[src/rtl/nor_unit_rr_arbiter.sv]
// nor_unit_rr_arbiter
// Round-robin arbiter and 3-cycle sequencer that shares one registered
// bitwise NOR unit (y = ~(a | b)) among NREQ requesters. A request accepted
// in IDLE is granted, executed and answered in three cycles. The answer is
// tagged with the index of the requester that owns it.

module nor_unit_rr_arbiter #(
  parameter int NREQ  = 4,
  parameter int WIDTH = 8,
  parameter int IDW   = $clog2(NREQ)
) (
  input  logic                    clk,
  input  logic                    rst,
  input  logic [NREQ-1:0]         req,
  input  logic [NREQ*WIDTH-1:0]   a_in,
  input  logic [NREQ*WIDTH-1:0]   b_in,
  output logic [NREQ-1:0]         gnt,
  output logic [WIDTH-1:0]        y,
  output logic                    y_valid,
  output logic [IDW-1:0]          y_id,
  output logic                    busy
);

  typedef enum logic [1:0] {
    IDLE = 2'd0,
    EXEC = 2'd1,
    RESP = 2'd2
  } state_t;

  state_t           state_reg, state_next;
  logic [IDW-1:0]   ptr_reg, ptr_next;
  logic [WIDTH-1:0] a_lat_reg, a_lat_next;
  logic [WIDTH-1:0] b_lat_reg, b_lat_next;
  logic [NREQ-1:0]  gnt_reg, gnt_next;
  logic [WIDTH-1:0] y_reg, y_next;
  logic             y_valid_reg, y_valid_next;
  logic [IDW-1:0]   y_id_reg, y_id_next;

  // Unpacked views of the per-requester operand slices.
  logic [WIDTH-1:0] a_arr [NREQ];
  logic [WIDTH-1:0] b_arr [NREQ];

  genvar gi;
  generate
    for (gi = 0; gi < NREQ; gi++) begin : g_unpack
      assign a_arr[gi] = a_in[gi*WIDTH +: WIDTH];
      assign b_arr[gi] = b_in[gi*WIDTH +: WIDTH];
    end
  endgenerate

  // Winner search: the first set req bit at or after ptr, wrapping to 0.
  logic [IDW-1:0] win;
  logic [IDW:0]   cand;
  logic           found;

  always_comb begin
    win   = '0;
    cand  = '0;
    found = 1'b0;
    for (int k = 0; k < NREQ; k++) begin
      cand = {1'b0, ptr_reg} + (IDW+1)'(k);
      if (cand >= (IDW+1)'(NREQ)) begin
        cand = cand - (IDW+1)'(NREQ);
      end
      if (!found && req[cand[IDW-1:0]]) begin
        win   = cand[IDW-1:0];
        found = 1'b1;
      end
    end
  end

  // Next-state and next-output logic for the grant/execute/respond sequence.
  always_comb begin
    state_next   = state_reg;
    ptr_next     = ptr_reg;
    a_lat_next   = a_lat_reg;
    b_lat_next   = b_lat_reg;
    gnt_next     = '0;
    y_next       = y_reg;
    y_valid_next = 1'b0;
    y_id_next    = y_id_reg;
    case (state_reg)
      IDLE: begin
        if (found) begin
          a_lat_next = a_arr[win];
          b_lat_next = b_arr[win];
          gnt_next   = NREQ'(1) << win;
          y_id_next  = win;
          ptr_next   = (win == IDW'(NREQ-1)) ? '0 : win + 1'b1;
          state_next = EXEC;
        end
      end
      EXEC: begin
        y_next       = ~(a_lat_reg | b_lat_reg);
        y_valid_next = 1'b1;
        state_next   = RESP;
      end
      RESP: begin
        state_next = IDLE;
      end
      default: begin
        state_next = IDLE;
      end
    endcase
  end

  // State and output registers; reset aborts any operation in flight.
  always_ff @(posedge clk or posedge rst) begin
    if (rst) begin
      state_reg   <= IDLE;
      ptr_reg     <= '0;
      a_lat_reg   <= '0;
      b_lat_reg   <= '0;
      gnt_reg     <= '0;
      y_reg       <= '0;
      y_valid_reg <= 1'b0;
      y_id_reg    <= '0;
    end else begin
      state_reg   <= state_next;
      ptr_reg     <= ptr_next;
      a_lat_reg   <= a_lat_next;
      b_lat_reg   <= b_lat_next;
      gnt_reg     <= gnt_next;
      y_reg       <= y_next;
      y_valid_reg <= y_valid_next;
      y_id_reg    <= y_id_next;
    end
  end

  assign gnt     = gnt_reg;
  assign y       = y_reg;
  assign y_valid = y_valid_reg;
  assign y_id    = y_id_reg;
  assign busy    = (state_reg != IDLE);

endmodule

[config.mk]
export PLATFORM = sky130hd
export DESIGN_NAME = nor_unit_rr_arbiter
export DESIGN_NICKNAME = d
export VERILOG_FILES = /design/src/rtl/nor_unit_rr_arbiter.sv
export SDC_FILE = /design/constraint.sdc
export NUM_CORES = 1
export LEC_CHECK = 0
export ABC_AREA = 1
export BUFFER_PORTS_ARGS = -buffer_cell sky130_fd_sc_hd__buf_2
export CORE_UTILIZATION = 45
export CTS_CLUSTER_DIAMETER = 100
export DETAILED_ROUTE_END_ITERATION = 12
export GPL_ROUTABILITY_DRIVEN = 0
export PLACE_DENSITY_LB_ADDON = 0.12
export SETUP_SLACK_MARGIN = 0.05
export SLEW_MARGIN = 20
export SYNTH_ARGS = -nofsm -noshare
export SYNTH_HDL_FRONTEND = slang
export SYNTH_SLANG_ARGS = --single-unit
[constraint.sdc]
create_clock -name clk -period 1.74 [get_ports clk]
set_input_delay 0.087 -clock clk [delete_from_list [all_inputs] [get_ports clk]]
set_output_delay 0.087 -clock clk [all_outputs]
set_load 0.03 [all_outputs]
## Yosys cells after proc, flatten, opt, wreduce, memory -nomap -nowiden

Cells that the tools add are included.

| word-level totals | value |
|---|---|
| logic and storage cells | 73 |
| output and inout port bits | 16 |
| register bits after elaboration | 35 |
| bits of input ports | 70 |

| operators by class | value |
|---|---|
| shift-type cells | 1 |
| mux-type cells | 32 |
| eq/ne operators | 3 |
| add/sub/neg operators | 8 |
| $lt $le $gt $ge | 9 |
| reductions and logical operators | 9 |
| bitwise logic cells | 3 |

Operators with widths:

| kind | number |
|---|---|
| $bmux W8 S2 | 2 |
| $mux W8 | 4 |
| $mux W2 | 10 |
| $ge A3 B3 Y1 const B | 4 |
| $lt A2 B3 Y1 const B | 4 |
| $mux W1 | 9 |
| $bmux W1 S2 | 4 |
| $mux W4 | 2 |
| $not A8 Y8 | 1 |
| $or A8 B8 Y8 | 1 |
| $sub A2 B1 Y2 const B | 4 |
| $add A2 B2 Y3 const B | 2 |
| $pmux W2 S2 | 1 |
| $shl A1 B2 Y4 const A | 1 |
| $add A2 B1 Y3 const B | 1 |
| $ge A2 B3 Y1 const B | 1 |
| $logic_and A1 B1 Y1 | 3 |
| $logic_not A1 Y1 | 3 |
| $not A2 Y3 | 1 |
| $add A2 B1 Y2 const B | 1 |
| $eq A2 B1 Y1 const B | 1 |
| $eq A2 B2 Y1 const B | 1 |
| $logic_not A2 Y1 | 1 |
| $ne A2 B2 Y1 const B | 1 |
| other kinds (2) | 2 |

## Logic depth before layout (Yosys ltp)

Gate-level depths: netlist (run 1).

| logic depth | value |
|---|---|
| depth after elaboration | 18 |
| gate-level depth with buffers | 16 |
| gate-level depth less buffers | 15 |

## Worst setup path after synthesis (run 1)

OpenSTA, ideal clock, no wires.

| timing | value |
|---|---|
| path kind | register to register |
| from | register ptr_reg[0] |
| to | register ptr_reg[1] |
| required time | 1.613 ns |
| setup slack | -0.142 ns |
| arrival time | 1.756 ns |
| path buffers | 3 |
| stages on the path, launching flop included | 13 |
| period minus slack after synthesis | 1.882 ns |
| library setup time | 0.127 ns |
| cell sequence | dfrtp_1 > buf_4 > nand2_1 > nand3_2 > nand2_2 > nor2_1 > a21boi_1 > nand3_2 > buf_4 > buf_6 > ha_1 > nand2_1 > o21ai_0 |

| between the ends | value |
|---|---|
| cells in the longest elaborated chain, start to end | 16 |
| elaborated cells on any way between the ends | 41 |
| those cells by class | 8 x add/sub; 4 x order compare; 1 x eq/ne; 21 x mux; 7 x reduce/logical |

Ends and longest elaborated chain:

| item | RTL line | source |
|---|---|---|
| start, declared | 31 | `logic [IDW-1:0] ptr_reg, ptr_next;` |
| start signal, assigned | 120 | `ptr_reg <= ptr_next;` |
| parallel branches: the longest is 16 deep, another holds $add A2 B1 Y3 | n/a |  |

Parallel ways; which one is timed is not known. The select of a mux whose other input is x is not followed.
A chain may end at the register's enable or synchronous reset.

## Worst setup path in the final report (run 1)

Same ends and word-level chain as after synthesis.

==> impl_results.md, run 1 <==
- Outcome: finished, violations left
- Violated checks: negative setup slack
- Dpl ws: -0.2131 ns
- Core outline area: 4848 um2
- Vias in the first global route: 2468
- CTS Buffer Depth: 2
- Reg2reg end: ptr_reg[1]$_DFFE_PP0P_
- Worst-margin pin slew: 0.4381 ns
- Synth unique cells: 24
- Largest family of logic cells by synthesized area: simple AND/OR/NAND/NOR gates
- Num Clock Sinks: 35
- Yosys warning count: 0
- Die area: 5466 um2
- Row cnt: 25
- Critical path arrival: 2.19 ns
- Buf+Inv Stages, Crit Path: 2
- Worst path depth: 12
- Worst path slowest cell: dfrtp_2
- Clk_lat worst skew: 0.28 ns
- Critical Path RT: 1.95 ns
- Max-slew headroom: 70.61%
- Root Driver: clkbuf_8
- XOR/XNOR Fraction of Synth Area: 0%
- Finish-stage setup viols: 25
- Worst path most repeated cell: nand2_1
- DIE HEIGHT: 73.94 um
- Critical path origin: ptr_reg[0]$_DFFE_PP0P_
- F_max: 505.4 MHz
- Finished Layout Cells: 539
- First-pass GRT wire length: 11.03 mm
- Initial core utilization: 48.03%
- GR met1 Demand/Resource: 35.92%
- Tmin final: 1.979 ns
- Hold Crit Class: input port to register
- Vias per std cell: 4.876
- Critical R2R Launch: ptr_reg[0]$_DFFE_PP0P_
- Final Hold Fails: 0
- Top-area cell type share of the netlist area: 37.61%
- Initial antenna violation count: 0
- Crit-path cells: inv_2 > nand2_1 > nand2_2 > nand2_1 > nand2_2 > nor2_4 > a21boi_1 > nand3_2 > buf_4 > ha_4 > nand2_1 > o21ai_1
- Setup crit end: ptr_reg[1]$_DFFE_PP0P_
- Top delay family on crit path: simple AND/OR/NAND/NOR gates
- DRC: 0
- IO buf count: 85
- Simple-Gate Fraction of Synth Area: 42.34%
- Max stage delay on crit path: 0.46 ns
- First DRT Iteration DRCs: 127
- Setup_tns: -4.464 ns
- Hold Slack: 0.1839 ns
- Post-synthesis sequential area ratio: 37.61%
- Wire per inst: 12.37 um
- Largest net degree at the start of global routing: 36
- Number of synthesized register bits: 35
- Startpoint Class: register
- Clock Skews: 0.002567 ns
- Max Slew Vio Count: 0
- Max_cap viols: 0
- Horiz. Die Dim: 73.94 um
- Top cells by area, synth: dfrtp_1, nand2_1, nand3_1
- Crit path max fanout: 5
- Antenna Cells: 0
- Synth Area in Compound Gates: 6.448%
- Worst reg-to-reg setup slack: -0.24 ns
- Most Crowded Layer GR: met2
- Net count, final: 543
- Routing usage on met3: 4.607%
- Largest area contributor in the netlist: dfrtp_1
- Syn_nets: 429
- CTS H-Tree Depth: 2
- Antenna-violating nets left: 0
- Pre-antenna DRT Iters: 4
- Post-synthesis adder-cell area fraction: 0.5373%
- Syn_area_per_cell: 6.504 um2
- Clock transition at the registers of the reported paths: 0.07 ns
- Cells after synthesis: 358
- Area Growth Syn to Fin: 49.49%
- GR Overflow Total: 0
- CP Class: register to register
- M2 GR Usage: 40.30%
- Final WS setup: -0.2386 ns
- Clock buffer count from CTS: 5
- Synthesized cell area: 2328 um2
- RSZ-0062 raised after global routing: true
- Worst r2r path cells: 12
- Top Ports: 86
- CTS tree: built
- Post-DP HPWL: 4.364 mm
- Mux share of post-synthesis cell area: 0%
- Cells after DPL: 511
- Layout cells sized above 1: 39.62%
- Routed WL: 6.670 mm
- Period utilization: 113.7%
- Routed via count: 2628
- Gr usage total: 25.79%
- Crit path capture type: register
cell type report:
cell class | count | area, um2
multi-input combinational | 257 | 1304
inverter | 46 | 180.2
clock buffer | 6 | 72.57
clock inverter | 1 | 30.03
timing repair inverter | 1 | 7.507
fill | 391 | 1368
timing repair buffer | 126 | 925.9
sequential | 35 | 877.1
tap | 67 | 83.83
per-layer routing:
metal  wire, um  vias up
li1           -     1344
met1       3131     1170
met2       3112       99
met3        304       15
met4        122        0
met5          0        -
cells in the final DEF, fill, tap and decap left out, drive strengths merged:
cell and instances:
nand4 1, clkinv 1, dlygate4sd3 1, nor3 1, o21ai 12, buf 122
clkinvlp 1, a21boi 1, a21oi 1, ha 1, clkbuf 9, nand2 166
inv 45, bufinv 1, nand3b 1, dfrtp 35, nand3 55, o21a 1
nor2 9, o41ai 8
logic make-up after synthesis:
| kind of cell | count (synthesis) |
|---|---|
| AND/OR/NAND/NOR | 233 |
| AO/OA/AOI/OAI | 23 |
| buffers and inverters | 66 |
| adder cells (fa/ha/maj) | 1 |
| flip-flops | 35 |
Yosys cell counts (all sizes together):
cell type / count
o41ai: 8
buf: 15
clkinv: 1
nor2: 9
nor3: 1
dfrtp: 35
nand3b: 1
a21boi: 1
o21a: 1
a21oi: 1
nand4: 1
nand3: 55
nand2: 166
ha: 1
o21ai: 12
inv: 45
clkbuf: 5
timing repair:
action                     in CTS  in global routing
pin swaps                      12                 13
setup endpoints to repair      24                 25
hold buffers                    1                  0
setup buffers                  12                  3
gates cloned                    3                  3
hold endpoints to repair       35                  0
gates resized for setup        37                 21
per-stage QoR:
step	utilization [%]	cell area, um2
after floorplan	-	2369
final	71.79	3481
after global placement	61.29	2972
after detailed placement	61.29	2972
after CTS	68.59	3326
after global routing	71.79	3481
tightest hold or removal path: cells and delay by family:
family / cells / cell delay [ns]
buf+inv: 1 / 0.08
simple gates: 6 / 0.26
worst min path at each step:
stage          startpoint                  endpoint  slack, ns  cells past startpoint
3_3_place_gp          rst    ptr_reg[0]$_DFFE_PP0P_       0.20                      3
6_report          b_in[6]  b_lat_reg[6]$_DFFE_PP0P_       0.18                      7
3_5_place_dp          rst          gnt[0]$_DFF_PP0_       0.20                      3
2_1_floorplan         rst  a_lat_reg[0]$_DFFE_PP0P_       0.24                      1
5_1_grt           a_in[3]  a_lat_reg[3]$_DFFE_PP0P_       0.23                      7
4_1_cts           b_in[6]  b_lat_reg[6]$_DFFE_PP0P_       0.18                      7
Power of run 1 is left out: the tool's default activity adds up to more than one toggle a clock period on the data nets, which glitch-free logic cannot reach.
==> run 2: changes to the inputs <==
--- a/config.mk
+++ b/config.mk
@@ -11,7 +11,7 @@
 export CTS_CLUSTER_DIAMETER = 100
 export DETAILED_ROUTE_END_ITERATION = 12
 export GPL_ROUTABILITY_DRIVEN = 0
-export PLACE_DENSITY_LB_ADDON = 0.12
+export PLACE_DENSITY_LB_ADDON = 0.15
 export SETUP_SLACK_MARGIN = 0.05
 export SLEW_MARGIN = 20
 export SYNTH_ARGS = -nofsm -noshare
==> impl_results.md, run 2 (synthesis results as in run 1) <==
- Hold endpoint: a_lat_reg[7]$_DFFE_PP0P_
- Fillers: 431 (+10%)
- Root Driver: clkbuf_8
- Comb power frac: 72.0%
- CTS H-Tree Depth: 2 (unchanged)
- Initial core utilization: 48.03% (unchanged)
- Critical R2R Launch: ptr_reg[0]$_DFFE_PP0P_
- Core outline area: 4848 um2 (unchanged)
- Layout cells sized above 1: 30.91% (-8.7 points)
- Critical path arrival: 2.07 ns (-0.12 ns)
- Vias per std cell: 4.702 (-3.6%)
- Net count, final: 523 (-3.7%)
- Setup_tns: -1.852 ns (+2.612 ns)
- Worst r2r path cells: 15 (+3)
- Crit path max fanout: 33 (+28)
- Antenna Cells: 0 (unchanged)
- Hold depth: 7 (unchanged)
- Startpoint Class: register
- Maximum vdd ir drop: 1.297 mV
- Vias in the first global route: 2129 (-14%)
- Dpl ws: -0.1947 ns (+0.01833 ns)
- Antenna-violating nets left: 0 (unchanged)
- GR Overflow Total: 0 (unchanged)
- M2 GR Usage: 33.54% (-6.8 points)
- RSZ-0062 raised after global routing: true
- IO buf count: 85 (unchanged)
- HP Start: a_in[7]
- Sequential share of power: 18.4%
- Net Switching: 0.003862 W
- Final Hold Fails: 0 (unchanged)
- FF/Latch Area: 875.8 um2 (-0.14%)
- Worst path most repeated cell: nand2_1
- DIE HEIGHT: 73.94 um (unchanged)
- F_max: 528.2 MHz (+4.5%)
- PwrDens: 2469 nW/um2
- Die area: 5466 um2 (unchanged)
- Finish-stage setup viols: 17 (-32%)
- Clock Skews: 0.009467 ns (+0.006899 ns)
- Final Util: 64.03% (-7.8 points)
- Area Growth Syn to Fin: 33.32%
- Violated checks: negative setup slack
- Reg2reg end: a_lat_reg[4]$_DFFE_PP0P_
- Crit-path cells: inv_2 > nand2_1 > nand3_2 > nand2_2 > nor2_4 > nand3_2 > nand2_4 > nand2_4 > buf_12 > nand2_1 > nand2_1 > nand2_1 > nand2_1 > nand2_1 > nand2_1
- Routed via count: 2445 (-7.0%)
- Worst reg-to-reg setup slack: -0.15 ns (+0.09 ns)
- Horiz. Die Dim: 73.94 um (unchanged)
- Clock buffer count from CTS: 5 (unchanged)
- Sw Share: 50.38%
- Internal: 0.003804 W
- Area of the multi-input gates: 1204 um2 (-7.7%)
- Largest net degree at the start of global routing: 36 (unchanged)
- Num Clock Sinks: 35 (unchanged)
- CP Class: register to register
- Finished Layout Cells: 520 (-3.5%)
- Clk_lat worst skew: 0.28 ns (about the same)
- Max stage delay on crit path: 0.40 ns (-0.06 ns)
- Max Slew Vio Count: 0 (unchanged)
- Pre-antenna DRT Iters: 4 (unchanged)
- Row cnt: 25 (unchanged)
- Pleak: 1.884 nW
- Hold Crit Class: input port to register
- Clock transition at the registers of the reported paths: 0.07 ns (about the same)
- CTS tree: built
- Top Ports: 86 (unchanged)
- First-pass GRT wire length: 9.618 mm (-13%)
- Final WS setup: -0.1534 ns (+0.08519 ns)
- DRC: 0 (unchanged)
- Critical Path RT: 1.92 ns (-0.03 ns)
- Most Crowded Layer GR: met1
- Max_cap viols: 0 (unchanged)
- CTS Buffer Depth: 2 (unchanged)
- Initial antenna violation count: 0 (unchanged)
- Max-slew headroom: 71.98% (+1.4 points)
- Period utilization: 108.8% (-4.9 points)
- GR met1 Demand/Resource: 34.20% (-1.7 points)
- First DRT Iteration DRCs: 145 (+14%)
- Gr usage total: 22.67% (-3.1 points)
- Most frequent cells in the layout: nand2_1, buf_2, nand3_1, inv_1, dfrtp_1
- Crit path capture type: register
- Tmin final: 1.893 ns (-0.08519 ns)
- Post-DP HPWL: 4.212 mm (-3.5%)
- Worst-margin pin slew: 0.4204 ns (-0.01777 ns)
- Clock power frac: 9.6%
- Outcome: finished, violations left
- Cells after DPL: 509 (-0.39%)
- Most common cell after layout, fill and taps aside: nand2_1
- Routing usage on met3: 4.065% (-0.54 points)
- Wire per inst: 10.70 um (-14%)
- Worst path slowest cell: dfrtp_1
- Routed WL: 5.566 mm (-17%)
-- run 2: cell types whose count changed in the layout (fill, tap and decap cells not counted), sizes merged --
cell      before  now
buf          122  106
clkbuf         9    6
clkinv         1    2
clkinvlp       1    0
-- run 2: per-stage QoR --
step	hold WS [ns]	power (W)	cell area [um2]
6_report	0.1969	0.007666	3104
5_1_grt	0.2238	0.008455	3104
4_1_cts	0.1868	0.007670	3099
3_5_place_dp	0.2042	0.006727	2932
3_3_place_gp	0.2017	0.006635	2932
2_1_floorplan	0.2413	0.005394	2369
-- run 2: final cells by class --
| cell class | instances | area share [%] |
|---|---|---|
| Clock buffer | 6 | 2.660 |
| Clock inverter | 2 | 1.129 |
| Inverter | 46 | 5.562 |
| Multi-Input combinational cell | 257 | 38.77 |
| Sequential cell | 35 | 28.21 |
| Tap cell | 67 | 2.701 |
| Timing Repair Buffer | 107 | 20.96 |
-- run 2: how the worst max path moves through the flow --
stage                                start                  endpoint  slack [ns]  cells past startpoint
finish              ptr_reg[0]$_DFFE_PP0P_  a_lat_reg[4]$_DFFE_PP0P_       -0.15                     15
global route        ptr_reg[0]$_DFFE_PP0P_  b_lat_reg[5]$_DFFE_PP0P_       -0.31                     15
CTS                 ptr_reg[0]$_DFFE_PP0P_  a_lat_reg[4]$_DFFE_PP0P_       -0.14                     15
detailed placement  ptr_reg[0]$_DFFE_PP0P_  a_lat_reg[4]$_DFFE_PP0P_       -0.19                     12
global placement    ptr_reg[0]$_DFFE_PP0P_  a_lat_reg[4]$_DFFE_PP0P_       -0.11                     13
floorplan           ptr_reg[1]$_DFFE_PP0P_    ptr_reg[1]$_DFFE_PP0P_       -0.06                     13
-- run 2: routing by layer --
layer / routed length (um) / up-vias
met5: 0 / -
met4: 39 / 0
met3: 336 / 4
met2: 2363 / 100
met1: 2826 / 1039
li1: - / 1302
-- run 2: what timing repair did --
| action | 4_1_cts | 5_1_grt |
|---|---|---|
| pin swaps | 1 | 0 |
| endpoints found under the setup margin | 22 | 25 |
| buffers inserted | 2 | 0 |
| resized for setup | 7 | 3 |
| gates cloned | 0 | 0 |
| hold buffers | 1 | 0 |
| endpoints found under the hold margin | 35 | 0 |
-- run 2: critical path, delay by kind of cell, from the launching register on --
family                 cells  cell delay (ns)
DFF                        1             0.40
and+or+nand+nor           13             1.09
buffers and inverters      2             0.29
-- run 2: power groups by stage --
stage	Clock, W	Sequential (W)	Combinational (W)
CTS	0.000755	0.00142	0.00550
floorplan	0	0.00165	0.00374
finish	0.000738	0.00141	0.00552
global placement	0	0.00142	0.00521
global route	0.000788	0.00145	0.00621
detailed placement	0	0.00143	0.00530
No activity file was read; power rests on OpenSTA's default activity.
==> run 3: changes to the inputs <==
--- a/config.mk
+++ b/config.mk
@@ -7,7 +7,7 @@
 export LEC_CHECK = 0
 export ABC_AREA = 1
 export BUFFER_PORTS_ARGS = -buffer_cell sky130_fd_sc_hd__buf_2
-export CORE_UTILIZATION = 45
+export CORE_UTILIZATION = 54
 export CTS_CLUSTER_DIAMETER = 100
 export DETAILED_ROUTE_END_ITERATION = 12
 export GPL_ROUTABILITY_DRIVEN = 0
==> constraint.sdc (replaced) <==
create_clock -name clk -period 2.35 [get_ports clk]
set_input_delay 0.1175 -clock clk [delete_from_list [all_inputs] [get_ports clk]]
set_output_delay 0.1175 -clock clk [all_outputs]
set_load 0.03 [all_outputs]
==> impl_results.md, run 3 (synthesis results as in run 1) <==
- Outcome: complete, no violations
- Initial antenna violation count: 0 (unchanged)
- Clock transition at the registers of the reported paths: 0.07 ns (about the same)
- First DRT Iteration DRCs: 165 (+14%)
- Finish-stage setup viols: 0 (-17)
- Pre-antenna DRT Iters: 5 (+1)
- Hold Crit Class: input port to register
- Most common cell after layout, fill and taps aside: nand2_1
- CTS tree: built
- Final Hold Fails: 0 (unchanged)
- RSZ-0062 raised after global routing: true
- Antenna Cells: 0 (unchanged)
- Pwr Total: 0.004979 W (-35%)
- Post-DP HPWL: 4.050 mm (-3.8%)
- Worst-margin pin slew: 0.4276 ns (+0.007244 ns)
- Root Driver: clkbuf_8
- Worst path most repeated cell: nand2_1
- Clock buffer count from CTS: 5 (unchanged)
- Worst path slowest cell: dfrtp_2
- Reg2reg end: ptr_reg[1]$_DFFE_PP0P_
- DRC: 0 (unchanged)
- Worst r2r path cells: 13 (-2)
- Startpoint Class: register
- Internal: 0.002245 W (-41%)
- Maximum vdd ir drop: 1.032 mV (-20%)
- Gr usage total: 27.44% (+4.8 points)
- Top Ports: 86 (unchanged)
- Sequential share of power: 21.5% (+3.1 points)
- Setup crit end: ptr_reg[1]$_DFFE_PP0P_
- Crit path capture type: register
- Tmin final: 2.122 ns (+0.2289 ns)
- Net count, final: 510 (-2.5%)
- Most frequent cells in the layout: nand2_1, buf_2, nand3_1, inv_1, dfrtp_1
- Area Growth Syn to Fin: 23.11%
- Clock Skews: 0.005865 ns (-0.003602 ns)
- Critical Path RT: 2.52 ns (+0.60 ns)
- Vias per std cell: 4.945 (+5.2%)
- Fillers: 368 (-15%)
- Max Slew Vio Count: 0 (unchanged)
- IO buf count: 85 (unchanged)
- First-pass GRT wire length: 9.508 mm (-1.1%)
- Clock power frac: 8.6% (-1.0 points)
- Largest net degree at the start of global routing: 36 (unchanged)
- Horiz. Die Dim: 67.67 um (-8.5%)
- Routed WL: 5.525 mm (-0.74%)
- Final Util: 70.64% (+6.6 points)
- DIE HEIGHT: 67.67 um (-8.5%)
- Layout cells sized above 1: 25.68% (-5.2 points)
- Worst reg-to-reg setup slack: 0.23 ns (+0.38 ns)
- Clk_lat worst skew: 0.29 ns (about the same)
- Crit path max fanout: 32 (-3.0%)
- FF/Latch Area: 877.1 um2 (+0.14%)
- Max stage delay on crit path: 0.48 ns (+0.08 ns)
- Finished Layout Cells: 490 (-5.8%)
- Vias in the first global route: 2159 (+1.4%)
- Core outline area: 4058 um2 (-16%)
- Comb power frac: 70.0% (-2.0 points)
- Antenna-violating nets left: 0 (unchanged)
- Cells after DPL: 481 (-5.5%)
- Sw Share: 54.90% (+4.5 points)
- F_max: 471.2 MHz (-11%)
- Routed via count: 2423 (-0.90%)
- Max-slew headroom: 71.49% (-0.48 points)
- CTS H-Tree Depth: 2 (unchanged)
- Initial core utilization: 57.39% (+9.4 points)
- CTS Buffer Depth: 2 (unchanged)
- Critical path arrival: 2.29 ns (+0.22 ns)
- Max_cap viols: 0 (unchanged)
- Row cnt: 23 (-8.0%)
- Crit-path cells: inv_2 > nand2_1 > nand2_2 > nand2_1 > nand2_1 > nor2_1 > nor2_1 > nand2_2 > nand2_8 > inv_1 > ha_1 > nand2_1 > o21ai_0
- Area of the multi-input gates: 1157 um2 (-3.8%)
- CP Class: register to register
- PwrDens: 1737 nW/um2 (-30%)
- Critical path origin: ptr_reg[0]$_DFFE_PP0P_
- Pleak: 1.775 nW (-5.8%)
- Num Clock Sinks: 35 (unchanged)
- Die area: 4579 um2 (-16%)
- Setup_tns: 0 ns (+1.852 ns)
- Wire per inst: 11.28 um (+5.3%)
- GR Overflow Total: 0 (unchanged)
- Net Switching: 0.002733 W (-29%)
- Critical R2R Launch: ptr_reg[0]$_DFFE_PP0P_
- Period utilization: 90.31% (-19 points)
run 3: cell count changes in the layout (fill, tap and decap cells not counted), sizes merged:
cell | previous run | this run
buf | 106 | 93
bufinv | 1 | 0
clkbuf | 6 | 5
clkinv | 2 | 3
clkinvlp | 0 | 2
inv | 45 | 44
run 3: how the worst min path moves through the flow:
stage                   from                       end  slack [ns]  depth (start not counted)
detailed placement       rst          gnt[0]$_DFF_PP0_        0.24                          3
global route         b_in[3]  b_lat_reg[3]$_DFFE_PP0P_        0.26                          7
global placement         rst          gnt[0]$_DFF_PP0_        0.23                          3
finish              b_in[17]  b_lat_reg[1]$_DFFE_PP0P_        0.22                          7
floorplan                rst  a_lat_reg[0]$_DFFE_PP0P_        0.27                          1
CTS                 b_in[17]  b_lat_reg[1]$_DFFE_PP0P_        0.22                          7
run 3: critical path: cells and delay by family (launching register included):
kind            cells  cell delay [ns]
flops               1             0.48
fa+ha+maj           1             0.29
buf+inv             2             0.22
simple gates        9             0.93
compound gates      1             0.08
run 3: layout make-up:
| class | count | share of cell area, % |
|---|---|---|
| clock buffer | 5 | 2.401 |
| clock inverter | 3 | 0.6984 |
| inverter | 46 | 6.067 |
| multi-input combinational | 257 | 40.38 |
| sequential | 35 | 30.60 |
| tap | 50 | 2.182 |
| timing repair buffer | 94 | 17.68 |
run 3: repair_timing:
item | CTS | global route
setup buffers | 0 | 0
endpoints found under the hold margin | 35 | 0
setup endpoints to repair | 0 | 19
gates resized for setup | 0 | 6
hold buffers | 1 | 0
run 3: routing by layer:
| metal | GRT usage [%] | wire length (um) |
|---|---|---|
| met1 | 38.90 | 2620 |
| met2 | 42.45 | 2527 |
| met3 | 4.054 | 307 |
| met4 | 9.043 | 70 |
| met5 | 0 | 0 |
run 3: power groups by stage:
| stage | Sequential (W) | Combinational (W) | Clock (W) |
|---|---|---|---|
| after floorplan | 0.00122 | 0.00266 | 0 |
| after global placement | 0.00107 | 0.00332 | 0 |
| after detailed placement | 0.00107 | 0.00337 | 0 |
| after CTS | 0.00106 | 0.00340 | 0.000433 |
| after global routing | 0.00110 | 0.00399 | 0.000457 |
| final | 0.00107 | 0.00348 | 0.000428 |
run 3: stage by stage:
step	worst slack, ns	hold WS (ns)	area [um2]
after floorplan	0.4680	0.2718	2328
after global placement	0.2607	0.2270	2745
after detailed placement	0.1727	0.2364	2745
after CTS	0.1552	0.2152	2844
after global routing	0.03975	0.2592	2867
final	0.2277	0.2151	2867
